<file path="config.mk">
export PLATFORM = sky130hd
export DESIGN_NAME = decode_stage_flat
export DESIGN_NICKNAME = d
export VERILOG_FILES = /design/src/rtl/decode_pkg.sv /design/src/rtl/decode_stage_if.sv /design/src/rtl/regfile_15x16.sv /design/src/rtl/decode_stage.sv /design/src/flat_wrapper.sv
export SDC_FILE = /design/constraint.sdc
export NUM_CORES = 1
export LEC_CHECK = 0
export ABC_AREA = 1
export CAP_MARGIN = 20
export CORE_AREA = 4 4 190 192
export CTS_CLUSTER_DIAMETER = 100
export CTS_CLUSTER_SIZE = 16
export DETAILED_ROUTE_END_ITERATION = 10
export DIE_AREA = 0 0 194 196
export PLACE_DENSITY = 0.72
export SETUP_SLACK_MARGIN = 0.5
export SKIP_LAST_GASP = 1
export SYNTH_ARGS = -nofsm -noshare
export SYNTH_HDL_FRONTEND = slang
export SYNTH_SLANG_ARGS = --single-unit
</file>
<file path="constraint.sdc">
create_clock -name clock -period 3.38 [get_ports clock]
set_clock_uncertainty 0.1 [all_clocks]
set_input_delay 1.014 -clock clock [delete_from_list [all_inputs] [get_ports clock]]
set_output_delay 1.014 -clock clock [all_outputs]
set_load 0.05 [all_outputs]
</file>
<file path="src/rtl/decode_pkg.sv">
// Shared encodings and the decoded-instruction record for the decode stage.
package decode_pkg;

    localparam int DATA_W = 16;
    localparam int NREG   = 15;

    localparam logic [3:0] I_NOP    = 4'h0;
    localparam logic [3:0] I_IRMOV  = 4'h1;
    localparam logic [3:0] I_OP     = 4'h2;
    localparam logic [3:0] I_RRMOV  = 4'h3;

    localparam logic [3:0] ALU_ADD  = 4'h0;
    localparam logic [3:0] ALU_SUB  = 4'h1;
    localparam logic [3:0] ALU_AND  = 4'h2;
    localparam logic [3:0] ALU_XOR  = 4'h3;

    localparam logic [3:0] REG_NONE = 4'hF;

    typedef struct packed {
        logic [3:0]        icode;
        logic [3:0]        ifun;
        logic [3:0]        src_a;
        logic [3:0]        src_b;
        logic [3:0]        dst_e;
        logic [DATA_W-1:0] val_c;
        logic              undef;
    } decoded_t;

    // Undefined opcodes collapse to a NOP with every field neutral.
    function automatic decoded_t decode_fields(
        input logic [3:0]        icode,
        input logic [3:0]        ifun,
        input logic [3:0]        ra,
        input logic [3:0]        rb,
        input logic [DATA_W-1:0] valc
    );
        decoded_t d;
        d.icode = icode;
        d.ifun  = ifun;
        d.src_a = REG_NONE;
        d.src_b = REG_NONE;
        d.dst_e = REG_NONE;
        d.val_c = valc;
        d.undef = 1'b0;
        case (icode)
            I_NOP: ;
            I_IRMOV: d.dst_e = rb;
            I_OP: begin
                d.src_a = ra;
                d.src_b = rb;
                d.dst_e = rb;
            end
            I_RRMOV: begin
                d.src_a = ra;
                d.dst_e = rb;
            end
            default: begin
                d.icode = I_NOP;
                d.ifun  = 4'h0;
                d.val_c = '0;
                d.undef = 1'b1;
            end
        endcase
        return d;
    endfunction

endpackage

</file>
<file path="src/rtl/decode_stage_if.sv">
// Fetch/decode/execute/writeback signal bundle around the decode stage.
interface decode_stage_if import decode_pkg::*; ();

    logic              in_valid;
    logic              in_ready;
    logic [3:0]        icode;
    logic [3:0]        ifun;
    logic [3:0]        rA;
    logic [3:0]        rB;
    logic [DATA_W-1:0] valC;

    logic              out_valid;
    logic              out_ready;
    logic [3:0]        out_icode;
    logic [3:0]        out_ifun;
    logic [DATA_W-1:0] out_valA;
    logic [DATA_W-1:0] out_valB;
    logic [DATA_W-1:0] out_valC;
    logic [3:0]        out_dstE;

    logic              wb_en;
    logic [3:0]        wb_dst;
    logic [DATA_W-1:0] wb_val;

    logic              err;

    modport slave (
        input  in_valid, icode, ifun, rA, rB, valC, out_ready, wb_en, wb_dst, wb_val,
        output in_ready, out_valid, out_icode, out_ifun, out_valA, out_valB, out_valC,
               out_dstE, err
    );

    modport master (
        output in_valid, icode, ifun, rA, rB, valC, out_ready, wb_en, wb_dst, wb_val,
        input  in_ready, out_valid, out_icode, out_ifun, out_valA, out_valB, out_valC,
               out_dstE, err
    );

endinterface

</file>
<file path="src/rtl/regfile_15x16.sv">
// 15-entry register file, two combinational reads, one write.
// WB_BYPASS_EN forwards a same-cycle write to the read ports.
module regfile_15x16 import decode_pkg::*; (
    input  logic              clock,
    input  logic              rst_n,
    input  logic [3:0]        rd_addr_a,
    input  logic [3:0]        rd_addr_b,
    output logic [DATA_W-1:0] rd_data_a,
    output logic [DATA_W-1:0] rd_data_b,
    input  logic              wr_en,
    input  logic [3:0]        wr_addr,
    input  logic [DATA_W-1:0] wr_data
);

    logic [DATA_W-1:0] regs_q [NREG];

    always_ff @(posedge clock or negedge rst_n) begin
        if (!rst_n) begin
            for (int i = 0; i < NREG; i++) begin
                regs_q[i] <= '0;
            end
        end else if (wr_en && wr_addr != REG_NONE) begin
            regs_q[wr_addr] <= wr_data;
        end
    end

    // Id REG_NONE means "no operand" and always reads as zero.
    always_comb begin
        rd_data_a = '0;
        if (rd_addr_a != REG_NONE) begin
            rd_data_a = regs_q[rd_addr_a];
`ifdef WB_BYPASS_EN
            if (wr_en && wr_addr == rd_addr_a) begin
                rd_data_a = wr_data;
            end
`endif
        end
    end

    always_comb begin
        rd_data_b = '0;
        if (rd_addr_b != REG_NONE) begin
            rd_data_b = regs_q[rd_addr_b];
`ifdef WB_BYPASS_EN
            if (wr_en && wr_addr == rd_addr_b) begin
                rd_data_b = wr_data;
            end
`endif
        end
    end

endmodule

</file>
<file path="src/rtl/decode_stage.sv">
// Decode stage: operand read, scoreboard hazard check, registered output.
// WB_BYPASS_EN lets a same-cycle writeback satisfy a pending dependency.
module decode_stage import decode_pkg::*; (
    input  logic          clock,
    input  logic          rst_n,
    decode_stage_if.slave bus
);

    decoded_t          dec;
    logic [NREG-1:0]   busy_q;
    logic [NREG-1:0]   busy_d;
    logic [NREG-1:0]   busy_set;
    logic [NREG-1:0]   busy_clr;
    logic [NREG-1:0]   busy_eff;
    logic              hazard;
    logic              in_ready;
    logic              accept;
    logic [DATA_W-1:0] rd_a;
    logic [DATA_W-1:0] rd_b;

    logic              out_valid_q;
    logic [3:0]        out_icode_q;
    logic [3:0]        out_ifun_q;
    logic [DATA_W-1:0] out_val_a_q;
    logic [DATA_W-1:0] out_val_b_q;
    logic [DATA_W-1:0] out_val_c_q;
    logic [3:0]        out_dst_e_q;
    logic              err_q;

    assign dec = decode_fields(bus.icode, bus.ifun, bus.rA, bus.rB, bus.valC);

    function automatic logic reg_busy(input logic [3:0] id, input logic [NREG-1:0] vec);
        return (id != REG_NONE) ? vec[id] : 1'b0;
    endfunction

    for (genvar gi = 0; gi < NREG; gi++) begin : g_busy
        assign busy_clr[gi] = bus.wb_en && (bus.wb_dst == 4'(gi));
        assign busy_set[gi] = accept && (dec.dst_e == 4'(gi));
    end

`ifdef WB_BYPASS_EN
    assign busy_eff = busy_q & ~busy_clr;
`else
    assign busy_eff = busy_q;
`endif

    assign hazard   = reg_busy(dec.src_a, busy_eff) | reg_busy(dec.src_b, busy_eff)
                    | reg_busy(dec.dst_e, busy_eff);
    assign in_ready = (!out_valid_q || bus.out_ready) && !hazard;
    assign accept   = bus.in_valid && in_ready;

    // Set is applied after clear so a new producer wins over a retiring one.
    assign busy_d   = (busy_q & ~busy_clr) | busy_set;

    regfile_15x16 u_regfile (
        .clock     (clock),
        .rst_n     (rst_n),
        .rd_addr_a (dec.src_a),
        .rd_addr_b (dec.src_b),
        .rd_data_a (rd_a),
        .rd_data_b (rd_b),
        .wr_en     (bus.wb_en),
        .wr_addr   (bus.wb_dst),
        .wr_data   (bus.wb_val)
    );

    always_ff @(posedge clock or negedge rst_n) begin
        if (!rst_n) begin
            busy_q      <= '0;
            out_valid_q <= 1'b0;
            out_icode_q <= I_NOP;
            out_ifun_q  <= 4'h0;
            out_val_a_q <= '0;
            out_val_b_q <= '0;
            out_val_c_q <= '0;
            out_dst_e_q <= REG_NONE;
            err_q       <= 1'b0;
        end else begin
            busy_q <= busy_d;
            if (accept) begin
                out_valid_q <= 1'b1;
                out_icode_q <= dec.icode;
                out_ifun_q  <= dec.ifun;
                out_val_a_q <= rd_a;
                out_val_b_q <= rd_b;
                out_val_c_q <= dec.val_c;
                out_dst_e_q <= dec.dst_e;
                if (dec.undef) begin
                    err_q <= 1'b1;
                end
            end else if (bus.out_ready) begin
                out_valid_q <= 1'b0;
            end
        end
    end

    assign bus.in_ready  = in_ready;
    assign bus.out_valid = out_valid_q;
    assign bus.out_icode = out_icode_q;
    assign bus.out_ifun  = out_ifun_q;
    assign bus.out_valA  = out_val_a_q;
    assign bus.out_valB  = out_val_b_q;
    assign bus.out_valC  = out_val_c_q;
    assign bus.out_dstE  = out_dst_e_q;
    assign bus.err       = err_q;

endmodule

</file>
<file path="src/flat_wrapper.sv">
// flat-port wrapper written by rule: the top's interface ports become plain ports
module decode_stage_flat import decode_pkg::*;
  (clock, rst_n, bus_in_valid, bus_icode, bus_ifun, bus_rA, bus_rB, bus_valC, bus_out_ready, bus_wb_en, bus_wb_dst, bus_wb_val, bus_in_ready, bus_out_valid, bus_out_icode, bus_out_ifun, bus_out_valA, bus_out_valB, bus_out_valC, bus_out_dstE, bus_err);
  decode_stage_if bus_i ();
  input  logic clock;
  input  logic rst_n;
  input wire logic [$bits(bus_i.in_valid)-1:0] bus_in_valid;
  input wire logic [$bits(bus_i.icode)-1:0] bus_icode;
  input wire logic [$bits(bus_i.ifun)-1:0] bus_ifun;
  input wire logic [$bits(bus_i.rA)-1:0] bus_rA;
  input wire logic [$bits(bus_i.rB)-1:0] bus_rB;
  input wire logic [$bits(bus_i.valC)-1:0] bus_valC;
  input wire logic [$bits(bus_i.out_ready)-1:0] bus_out_ready;
  input wire logic [$bits(bus_i.wb_en)-1:0] bus_wb_en;
  input wire logic [$bits(bus_i.wb_dst)-1:0] bus_wb_dst;
  input wire logic [$bits(bus_i.wb_val)-1:0] bus_wb_val;
  output wire logic [$bits(bus_i.in_ready)-1:0] bus_in_ready;
  output wire logic [$bits(bus_i.out_valid)-1:0] bus_out_valid;
  output wire logic [$bits(bus_i.out_icode)-1:0] bus_out_icode;
  output wire logic [$bits(bus_i.out_ifun)-1:0] bus_out_ifun;
  output wire logic [$bits(bus_i.out_valA)-1:0] bus_out_valA;
  output wire logic [$bits(bus_i.out_valB)-1:0] bus_out_valB;
  output wire logic [$bits(bus_i.out_valC)-1:0] bus_out_valC;
  output wire logic [$bits(bus_i.out_dstE)-1:0] bus_out_dstE;
  output wire logic [$bits(bus_i.err)-1:0] bus_err;
  assign bus_i.in_valid = bus_in_valid;
  assign bus_i.icode = bus_icode;
  assign bus_i.ifun = bus_ifun;
  assign bus_i.rA = bus_rA;
  assign bus_i.rB = bus_rB;
  assign bus_i.valC = bus_valC;
  assign bus_i.out_ready = bus_out_ready;
  assign bus_i.wb_en = bus_wb_en;
  assign bus_i.wb_dst = bus_wb_dst;
  assign bus_i.wb_val = bus_wb_val;
  assign bus_in_ready = bus_i.in_ready;
  assign bus_out_valid = bus_i.out_valid;
  assign bus_out_icode = bus_i.out_icode;
  assign bus_out_ifun = bus_i.out_ifun;
  assign bus_out_valA = bus_i.out_valA;
  assign bus_out_valB = bus_i.out_valB;
  assign bus_out_valC = bus_i.out_valC;
  assign bus_out_dstE = bus_i.out_dstE;
  assign bus_err = bus_i.err;
  decode_stage u_core (.clock(clock), .rst_n(rst_n), .bus(bus_i));
endmodule
</file>
==> results.ini, run 1 <==
[global_routing]
antenna_found_initial = 0
grt_pass1_wl_mm = 92.6
grt_pass1_vias = 16749
grt_max_degree = 168
track_usage_pct = 30.0
grt_overflow = 0

[clocking]
cts_buffers = 23
root_buffer = clkbuf_16
cts_tree = built
clock_sinks = 317
clk_pin_slew_worst_paths_ns = 0.07
clkLatencyLatePin_ns = 0.55
h-tree-depth = 1
cts_max_path_buffers = 3

[final_layout]
diodes = 0
postLayoutCellArea_um2 = 20100
fin_util_pct = 58.5
nNetsFinal = 2538
layout.cells.non_filler = 2953
final_layout_size_suffix_gt1_share_pct = 8.45
syn_to_final_growth_pct = 18.0

[power_and_ir_drop]
p_int_mw = 6.63
power.share.clock_pct = 26.9
power.combinational.fraction_pct = 22.8
p_leak_nw = 9.93
power.density_nw_per_um2 = 495
ir_worst_vdd_mv = 0.380
swShare_pct = 33.4
pwr-share-seq_pct = 50.3
power.switching_mw = 3.32
total_power_mw = 9.95

[timing]
fmax_mhz = 286
finalCritPeriodShare_pct = 103
maxSlewHeadroom_pct = 36.1
slew_viol_final = 0
final.setup.worst_slack_ns = -0.118
hold_violations = 0
setup_viol = 1
final.min_clock_period_ns = 3.50
rsz0062_at_grt = yes
hold_slack_ns = 0.373
worstMarginPinSlew_ns = 0.959

[placement]
io_buffers = 119
post_dp_cell_area_um2 = 19200
hpwl_mm = 34.4
gp_congestion = 0.910
place_inst = 2892

[floorplan]
ios = 120
num_rows = 68
die-height_um = 196
die_area_um2 = 38000
initial_core_util_pct = 49.6
die_w_um = 194
core_um2 = 34400

[critical_path]
reg2reg_slack_ns = 1.07
worst_setup_path_end_kind = primary output
r2r_start = u_core.busy_eff[1]
crit_path_start = bus_icode[3]
startpoint_type = input port
cp_data_required_time_ns = 2.27
reg2reg_to = u_core.bus.out_valB[5]
crit_fanout = 5
crit_end = bus_in_ready
crit_arrival_ns = 2.38
crit_type = in2out
reg2reg_depth = 15

[job]
drv_cap = 0

[yosys]
synthCells = 2379
ys_top_cells_by_count = nand2_1, nand3_1, dfrtp_1
syn-cell-area_um2 = 17000
ys.warnings.count = 0
ys.flop_type = dfrtp_1
yosysUniqueCellTypes = 25
async_reset_ff_share_pct = 100
synth-edff-count = 0
synth_area_leader_cell = dfrtp_1
yosysSeqAreaShare_pct = 46.6
synthMostInstantiatedCell = nand2_1
yosys-top-cells-area = dfrtp_1, nand2_1, nand3_1, o21ai_0, inv_1
ys_ff_latch = 317
synthesis.nets = 2436
yosys.area.top_type_share_pct = 46.0
syn_avg_cell_area_um2 = 7.16

[worst_hold_path]
hp-class = reg2reg
holdPathStages = 2

[drt]
drc = 0
vias = 17427
wl_per_cell_um = 20.0
drt_wl_total_mm = 59.0
firstDrtPassIters = 7
drt_iter0_markers = 2032
routed_via_density = 5.90
detail-route-antenna-nets = 0

[outcome]
status = finished, violations left
violations = setup timing

repair_timing:
action / in CTS / in global routing
gates cloned: 0 / 1
gates resized for setup: 73 / 13
hold buffers: 0 / 0
buffers inserted: 11 / 7
pin swaps: 15 / 11
endpoints found under the setup margin: 67 / 21
cell usage in the layout, fill, tap and decap left out, types with 2 or more instances in the layout:
master           netlist  final
inv_1                165    163
clkbuf_1             124     17
o21ai_4                0      2
nand3_4                0      5
buf_2                 39      4
clkdlybuf4s50_1        0     73
a21oi_1               78     77
buf_12                 0     18
dlymetal6s2s_1         0      6
buf_4                  6    115
dlygate4sd2_1          0     32
nand2_2                1      4
dfrtp_1              313    313
o21ai_0              296    295
nand3_1              371    369
nand2_1              821    817
nand4_1                7      7
nor3_1                 3      3
dfstp_2                4      4
o211ai_1              62     62
nor2_2                 5      5
buf_6                  2      9
a21boi_0               2      2
nand3b_1               2      2
nor2_1                52     48
clkbuf_16              0     24
inv_2                  5      7
nor2_4                 3      7
critical path, stage by stage:
cell and delay (ns):
buf_6 0.09, nor2_4 0.18, buf_6 0.13, buf_6 0.09, nand2_4 0.05, nor2_4 0.13, inv_2 0.06, nand3_1 0.07
nand2_1 0.07, nand2_2 0.09, nand3_4 0.09, nor2_4 0.15, buf_12 0.15
through the flow:
stage	setup slack (ns)	setup TNS (ns)
after global placement	-0.419	-4.87
final	-0.118	-0.118
after detailed placement	-0.491	-7.46
after global routing	-0.183	-0.183
after CTS	-0.0484	-0.0484
after floorplan	0.0110	0
power groups by stage:
stage / sequential [mW] / combinational (mW) / clock (mW)
2_1_floorplan: 5.21 / 1.25 / 0
3_5_place_dp: 5.05 / 2.26 / 0
5_1_grt: 5.09 / 2.56 / 2.86
6_report: 5.01 / 2.27 / 2.68
3_3_place_gp: 5.03 / 2.19 / 0
4_1_cts: 4.98 / 2.25 / 2.71
area by class of cell:
cell class,instances,area [µm²]
Multi-Input combinational cell,1709,7800
Inverter,170,638
Clock inverter,1,8.76
Clock buffer,41,653
Sequential cell,317,7940
Timing Repair Buffer,260,2500
Fill cell,3110,14300
Tap cell,455,569
registers in the layout (all words and copies together), names as in the netlist:
name	flops
u_core.bus.out_valB	16
u_core.bus.out_valC	16
u_core.bus.out_ifun	4
u_core.bus.err	1
u_core.busy_eff	15
u_core.u_regfile.regs_q	240
u_core.bus.out_dstE	4
u_core.bus.out_icode	4
u_core.bus.out_valid	1
u_core.bus.out_valA	16
routing by layer:
layer	vias to the layer above	wire [µm]	global-route usage, %	part of all wire (%)
li1	7959	-	-	-
met1	8283	23000	39.7	39
met2	984	27500	49.2	47
met3	201	5480	4.65	9.3
met4	0	2960	13.8	5.0
met5	-	0	0	0
worst min-delay path by stage:
stage	from	endpoint	slack, ns
2_1_floorplan	u_core.u_regfile.regs_q[0]	u_core.u_regfile.regs_q[0]	0.35
3_3_place_gp	u_core.bus.err	u_core.bus.err	0.35
3_5_place_dp	u_core.bus.err	u_core.bus.err	0.35
4_1_cts	u_core.bus.err	u_core.bus.err	0.37
5_1_grt	u_core.bus.out_dstE[0]	u_core.bus.out_dstE[0]	0.38
6_report	u_core.bus.out_valC[8]	u_core.bus.out_valC[8]	0.37
cells by family (layout without fill, tap and decap cells):
kind of cell / Yosys count / in the layout / share of synthesized area (%)
compound gates: 440 / 440 / 13.9
simple gates: 1269 / 1269 / 31.2
buf+inv: 353 / 472 / 8.29
flops: 317 / 317 / 46.6
No activity file was read; power rests on OpenSTA's default activity.
==> run 2: changes to the inputs <==
- DONT_BUFFER_PORTS: not set -> 1
- PLACE_DENSITY: 0.72 -> 0.67
==> run 2 against run 1 <==
The run now ends clean. Highest routed layer unchanged. Critical path depth is the same. Count of clock-buffer cells in the layout decreased by 8. Sequential power up 5.6%. Hold slack lost 0.29 ns. Die area unchanged. Final area is 10% lower. Core utilization decreased by 5.9 points. Maximum frequency rose by 5.6%. Combinational power shrank 33%. Power decreased by 5.2%. Sequential share of layout area rose by 4.4 points. Routed wire length decreased by 4.8%.
==> results.ini, run 2 (synthesis results as in run 1) <==
[timing]
setup_viol = 0  ; was 1
worstMarginPinSlew_ns = 0.842  ; was 0.959 ns
slew_viol_final = 0  ; unchanged
hold_slack_ns = 0.0869  ; was 0.373 ns
hold_violations = 0  ; unchanged
maxSlewHeadroom_pct = 43.8  ; was 36.1%
fmax_mhz = 302  ; was 286 MHz
final.setup.worst_slack_ns = 0.0678  ; was -0.118 ns
rsz0062_at_grt = yes  ; unchanged
final.min_clock_period_ns = 3.31  ; was 3.50 ns
finalCritPeriodShare_pct = 98.0  ; was 103%

[placement]
gp_congestion = 0.866  ; was 0.910
hpwl_mm = 31.3  ; was 34.4 mm
io_buffers = 0  ; was 119
detailedPlace.worstSlack_ns = -0.0739  ; was -0.491 ns

[clocking]
cts_max_path_buffers = 3  ; unchanged
cts_tree = built  ; unchanged
root_buffer = clkbuf_16  ; unchanged
clock_sinks = 317  ; unchanged
h-tree-depth = 1  ; unchanged
ctsHoldBuffers = 0  ; unchanged
clk_pin_slew_worst_paths_ns = 0.07  ; about the same
clkLatencyLatePin_ns = 0.54  ; was 0.55 ns
cts_buffers = 23  ; unchanged

[floorplan]
die_area_um2 = 38000  ; unchanged
ios = 120  ; unchanged
core_um2 = 34400  ; unchanged
initial_core_util_pct = 49.6  ; unchanged
die_w_um = 194  ; unchanged
num_rows = 68  ; unchanged
die-height_um = 196  ; unchanged

[drt]
drt_iter0_markers = 2073  ; was 2,032
firstDrtPassIters = 6  ; was 7
vias = 16118  ; was 17.4k
wl_per_cell_um = 20.5  ; was 20.0 µm
drc = 0  ; unchanged
drt_wl_total_mm = 56.2  ; was 59.0 mm
detail-route-antenna-nets = 0  ; unchanged
routed_via_density = 5.88  ; was 5.90

[final_layout]
final_layout_size_suffix_gt1_share_pct = 4.81  ; was 8.45%
nNetsFinal = 2335  ; was 2,538
fillers = 3386  ; was 3,110
largest_reg_flops = 240  ; unchanged
multi_input_area_um2 = 7760  ; was 7800 µm²
mostFrequentLayoutCells = nand2_1, nand3_1, dfrtp_1  ; unchanged
ff_latch_area_um2 = 7940  ; unchanged
final_common_cell = nand2_1  ; unchanged
largest_register = u_core.u_regfile.regs_q  ; unchanged
syn_to_final_growth_pct = 6.16  ; was 18.0%

[global_routing]
track_usage_pct = 28.6  ; was 30.0%
grt_overflow = 0  ; unchanged
grt_max_degree = 318  ; was 168
grt_pass1_wl_mm = 87.4  ; was 92.6 mm
grt_pass1_vias = 15334  ; was 16.7k
antenna_found_initial = 2  ; was 0

[power_and_ir_drop]
swShare_pct = 32.6  ; was 33.4%
pwr-share-seq_pct = 56.1  ; was 50.3%
total_power_mw = 9.44  ; was 9.95 mW
power.combinational.fraction_pct = 16.2  ; was 22.8%
p_leak_nw = 8.80  ; was 9.93 nW
power.density_nw_per_um2 = 522  ; was 495 nW/µm²
ir_worst_vdd_mv = 0.458  ; was 0.380 mV
power.share.clock_pct = 27.7  ; was 26.9%
power.switching_mw = 3.07  ; was 3.32 mW
p_int_mw = 6.36  ; was 6.63 mW

[critical_path]
crit_arrival_ns = 2.20  ; was 2.38 ns
crit_type = in2out  ; unchanged
startpoint_type = input port  ; unchanged
cp_data_required_time_ns = 2.27  ; about the same
reg2reg_depth = 12  ; was 15
crit_fanout = 6  ; was 5
worst_setup_path_end_kind = primary output  ; unchanged
reg2reg_slack_ns = 1.01  ; was 1.07 ns

[outcome]
status = completed  ; was finished, violations left

[job]
drv_cap = 0  ; unchanged

[worst_hold_path]
hp-class = in2async  ; was reg2reg

## run 2: cell types whose count changed in the layout (fill, tap and decap cells not counted), sizes merged
| cell | change |
|---|---|
| diode | +1 |
| dlymetal6s2s | -6 |
| buf | -91 |
| dlygate4sd2 | -32 |
| clkdlybuf4s50 | -73 |
| inv | -1 |
| clkbuf | -9 |
## run 2: power by group through the flow
stage | sequential [mW] | combinational [mW] | clock [mW]
floorplan | 5.21 | 1.25 | 0
global placement | 5.32 | 1.46 | 0
detailed placement | 5.34 | 1.51 | 0
CTS | 5.28 | 1.53 | 2.65
global route | 5.37 | 1.79 | 2.80
finish | 5.29 | 1.53 | 2.62
## run 2: routing by layer
layer	part of all wire, %	wire length [µm]	GRT usage [%]
met5	0	0	0
met4	4.6	2580	12.7
met1	41	23200	37.8
met3	7.2	4030	4.14
met2	47	26400	47.2
## run 2: final timing paths
kind	start	to
worst max-delay path	bus_icode[2]	bus_in_ready
worst min-delay path	rst_n	u_core.u_regfile.regs_q[107]
min in group clock	u_core.u_regfile.regs_q[9]	u_core.u_regfile.regs_q[9]
worst min register to register	u_core.u_regfile.regs_q[9]	u_core.u_regfile.regs_q[9]
max in group asynchronous	rst_n	u_core.u_regfile.regs_q[52]
worst max register to register	u_core.busy_eff[1]	u_core.bus.out_valA[15]
## run 2: cell type report
cell class	instances	area share, %
multi-input combinational	1709	42.9
inverter	170	3.53
clock buffer	33	3.45
antenna	1	0.0138
sequential	317	43.9
tap	455	3.15
timing repair buffer	57	3.03
## run 2: timing repair
action	in CTS	in global routing
buffers inserted	4	0
hold endpoints to repair	0	0
endpoints found under the setup margin	1	9
pin swaps	3	1
resized for setup	9	2
## run 2: critical path: stages
cell and delay (ns):
nor2_4 0.10, buf_12 0.14, o21ai_4 0.09, nor2_4 0.16, nand2_1 0.07, nand2_1 0.06
nand2_1 0.04, nand2_1 0.05, nand2_1 0.04, nand2_1 0.09, nor2_2 0.05, nor2_4 0.13
buf_12 0.15
## run 2: through the flow
stage / cells / instance area (µm²) / setup TNS (ns) / utilization [%]
2_1_floorplan: 2379 / 17000 / 0 / -
3_3_place_gp: 2704 / 17400 / -0.00450 / 50.5
3_5_place_dp: 2704 / 17400 / -0.0739 / 50.5
4_1_cts: 2741 / 18100 / 0 / 52.6
5_1_grt: 2742 / 18100 / -0.0404 / 52.6
6_report: 2742 / 18100 / 0 / 52.6
==> run 3: changes to the inputs <==
- CTS_CLUSTER_DIAMETER: 100 -> 120
- PLACE_DENSITY: 0.67 -> 0.71
==> run 3 against run 2 <==
Core utilization up 0.23 points. Global-route usage shrank 0.91 points. Power is 0.33% lower. Count of clock-buffer cells in the layout down 1. Combinational power is essentially flat. Routed wire length fell by 3.5%. Non-clock buffer count up 10. Cell count grew 0.33%. Maximum frequency down 1.8%. Critical path type unchanged. First-iteration DRC count decreased by 9.6%.
==> results.ini, run 3 (synthesis results as in run 1) <==
[final_layout]
diodes = 0  ; was 1
mostFrequentLayoutCells = nand2_1, nand3_1, dfrtp_1  ; unchanged
final_layout_size_suffix_gt1_share_pct = 5.40  ; was 4.81%
syn_to_final_growth_pct = 6.63  ; was 6.16%
postLayoutCellArea_um2 = 18200  ; was 18,100 µm²
largest_register = u_core.u_regfile.regs_q  ; unchanged
final_common_cell = nand2_1  ; unchanged
largest_reg_flops = 240  ; unchanged
nNetsFinal = 2345  ; was 2,335

[drt]
vias = 16195  ; was 16.1k
firstDrtPassIters = 6  ; unchanged
drt_iter0_markers = 1875  ; was 2,073
routed_via_density = 5.89  ; was 5.88
drt_wl_total_mm = 54.2  ; was 56.2 mm
drc = 0  ; unchanged
detail-route-antenna-nets = 0  ; unchanged
wl_per_cell_um = 19.7  ; was 20.5 µm

[global_routing]
grt_pass1_wl_mm = 85.8  ; was 87.4 mm
grt_pass1_vias = 15355  ; was 15.3k
antenna_found_initial = 0  ; was 2
grt_max_degree = 318  ; unchanged
track_usage_pct = 27.7  ; was 28.6%
grt_overflow = 0  ; unchanged

[timing]
final.min_clock_period_ns = 3.37  ; was 3.31 ns
fmax_mhz = 296  ; was 302 MHz
finalCritPeriodShare_pct = 99.8  ; was 98.0%
rsz0062_at_grt = yes  ; unchanged
setup_viol = 0  ; unchanged
hold_violations = 0  ; unchanged
hold_slack_ns = 0.0757  ; was 0.0869 ns
maxSlewHeadroom_pct = 28.5  ; was 43.8%
worstMarginPinSlew_ns = 1.07  ; was 0.842 ns
slew_viol_final = 0  ; unchanged

[placement]
io_buffers = 0  ; unchanged
post_dp_cell_area_um2 = 17500  ; was 17,400 µm²
hpwl_mm = 31.7  ; was 31.3 mm
gp_congestion = 0.945  ; was 0.866

[power_and_ir_drop]
ir_worst_vdd_mv = 0.387  ; was 0.458 mV
swShare_pct = 32.5  ; was 32.6%
p_int_mw = 6.35  ; was 6.36 mW
pwr-share-seq_pct = 56.4  ; was 56.1%
power.share.clock_pct = 27.1  ; was 27.7%
power.density_nw_per_um2 = 518  ; was 522 nW/µm²
power.combinational.fraction_pct = 16.5  ; was 16.2%
p_leak_nw = 8.85  ; was 8.80 nW
power.switching_mw = 3.06  ; was 3.07 mW

[clocking]
clk_pin_slew_worst_paths_ns = 0.08  ; was 0.07 ns
ctsHoldBuffers = 0  ; unchanged
cts_tree = built  ; unchanged
cts_max_path_buffers = 3  ; unchanged
h-tree-depth = 1  ; unchanged
root_buffer = clkbuf_16  ; unchanged
cts_buffers = 23  ; unchanged
clkLatencyLatePin_ns = 0.53  ; was 0.54 ns
clock_sinks = 317  ; unchanged

[floorplan]
die-height_um = 196  ; unchanged
initial_core_util_pct = 49.6  ; unchanged
ios = 120  ; unchanged
die_w_um = 194  ; unchanged
die_area_um2 = 38000  ; unchanged
num_rows = 68  ; unchanged
core_um2 = 34400  ; unchanged

[outcome]
status = completed  ; unchanged

[critical_path]
crit_type = in2out  ; unchanged
crit_arrival_ns = 2.26  ; was 2.20 ns
worst_setup_path_end_kind = primary output  ; unchanged
crit_fanout = 6  ; unchanged
cp_data_required_time_ns = 2.27  ; about the same
startpoint_type = input port  ; unchanged

[worst_hold_path]
hp-class = in2async  ; unchanged

[job]
drv_cap = 0  ; unchanged

run 3: worst max-delay path, stage by stage:
cell	delay, ns
nor2_4	0.17
buf_12	0.15
nand3_4	0.12
nand2_2	0.10
nand3_2	0.08
nand3_2	0.11
nand2_2	0.06
nand2_2	0.07
nand3_2	0.09
nor2_4	0.15
buf_12	0.15
run 3: worst paths after layout:
kind | startpoint | endpoint | slack (ns) | cells after the start
max | bus_icode[3] | bus_in_ready | 0.006 | 11
min | rst_n | u_core.u_regfile.regs_q[102] | 0.08 | 0
max reg2reg | u_core.busy_eff[1] | u_core.bus.out_valB[5] | 1.04 | 13
min reg2reg | u_core.u_regfile.regs_q[136] | u_core.u_regfile.regs_q[136] | 0.39 | 2
max in group asynchronous | rst_n | u_core.busy_eff[9] | 2.22 | 0
min in group clock | u_core.u_regfile.regs_q[136] | u_core.u_regfile.regs_q[136] | 0.39 | 2
run 3: power by group through the flow:
| stage | Clock (mW) | Combinational [mW] | Sequential (mW) |
|---|---|---|---|
| after global routing | 2.74 | 1.81 | 5.39 |
| final | 2.55 | 1.55 | 5.31 |
| after floorplan | 0 | 1.25 | 5.21 |
| after detailed placement | 0 | 1.52 | 5.35 |
| after CTS | 2.61 | 1.53 | 5.29 |
| after global placement | 0 | 1.46 | 5.33 |
run 3: per-stage QoR:
stage               setup WS (ns)  setup TNS, ns  cells  util, %  power (mW)
finish                    0.00602              0   2751     52.8        9.41
global route              -0.0623        -0.0623   2751     52.8        9.93
CTS                        0.0754              0   2749     52.7        9.43
detailed placement         0.0249              0   2713     50.8        6.88
global placement           0.0513              0   2713     50.8        6.79
floorplan                  0.0110              0   2379        -        6.46
run 3: final cells by class:
cell class                      instances  area (µm²)
Timing Repair Buffer                   67         632
Fill cell                            3259       16200
Tap cell                              455         569
Clock inverter                          1        5.00
Clock buffer                           32         609
Sequential cell                       317        7940
Multi-Input combinational cell       1709        7770
Inverter                              170         638
run 3: per-layer routing:
| layer | vias up | track usage [%] | wire, µm |
|---|---|---|---|
| met5 | - | 0 | 0 |
| met4 | 0 | 10.8 | 2300 |
| met3 | 169 | 3.76 | 4820 |
| met2 | 870 | 47.5 | 26200 |
| met1 | 7597 | 35.8 | 20900 |
| li1 | 7559 | - | - |
run 3: timing repair:
action / CTS / global route
cloned: 0 / 0
pin swaps: 4 / 7
gates resized for setup: 7 / 6
buffers inserted: 3 / 2
endpoints found under the setup margin: 1 / 1
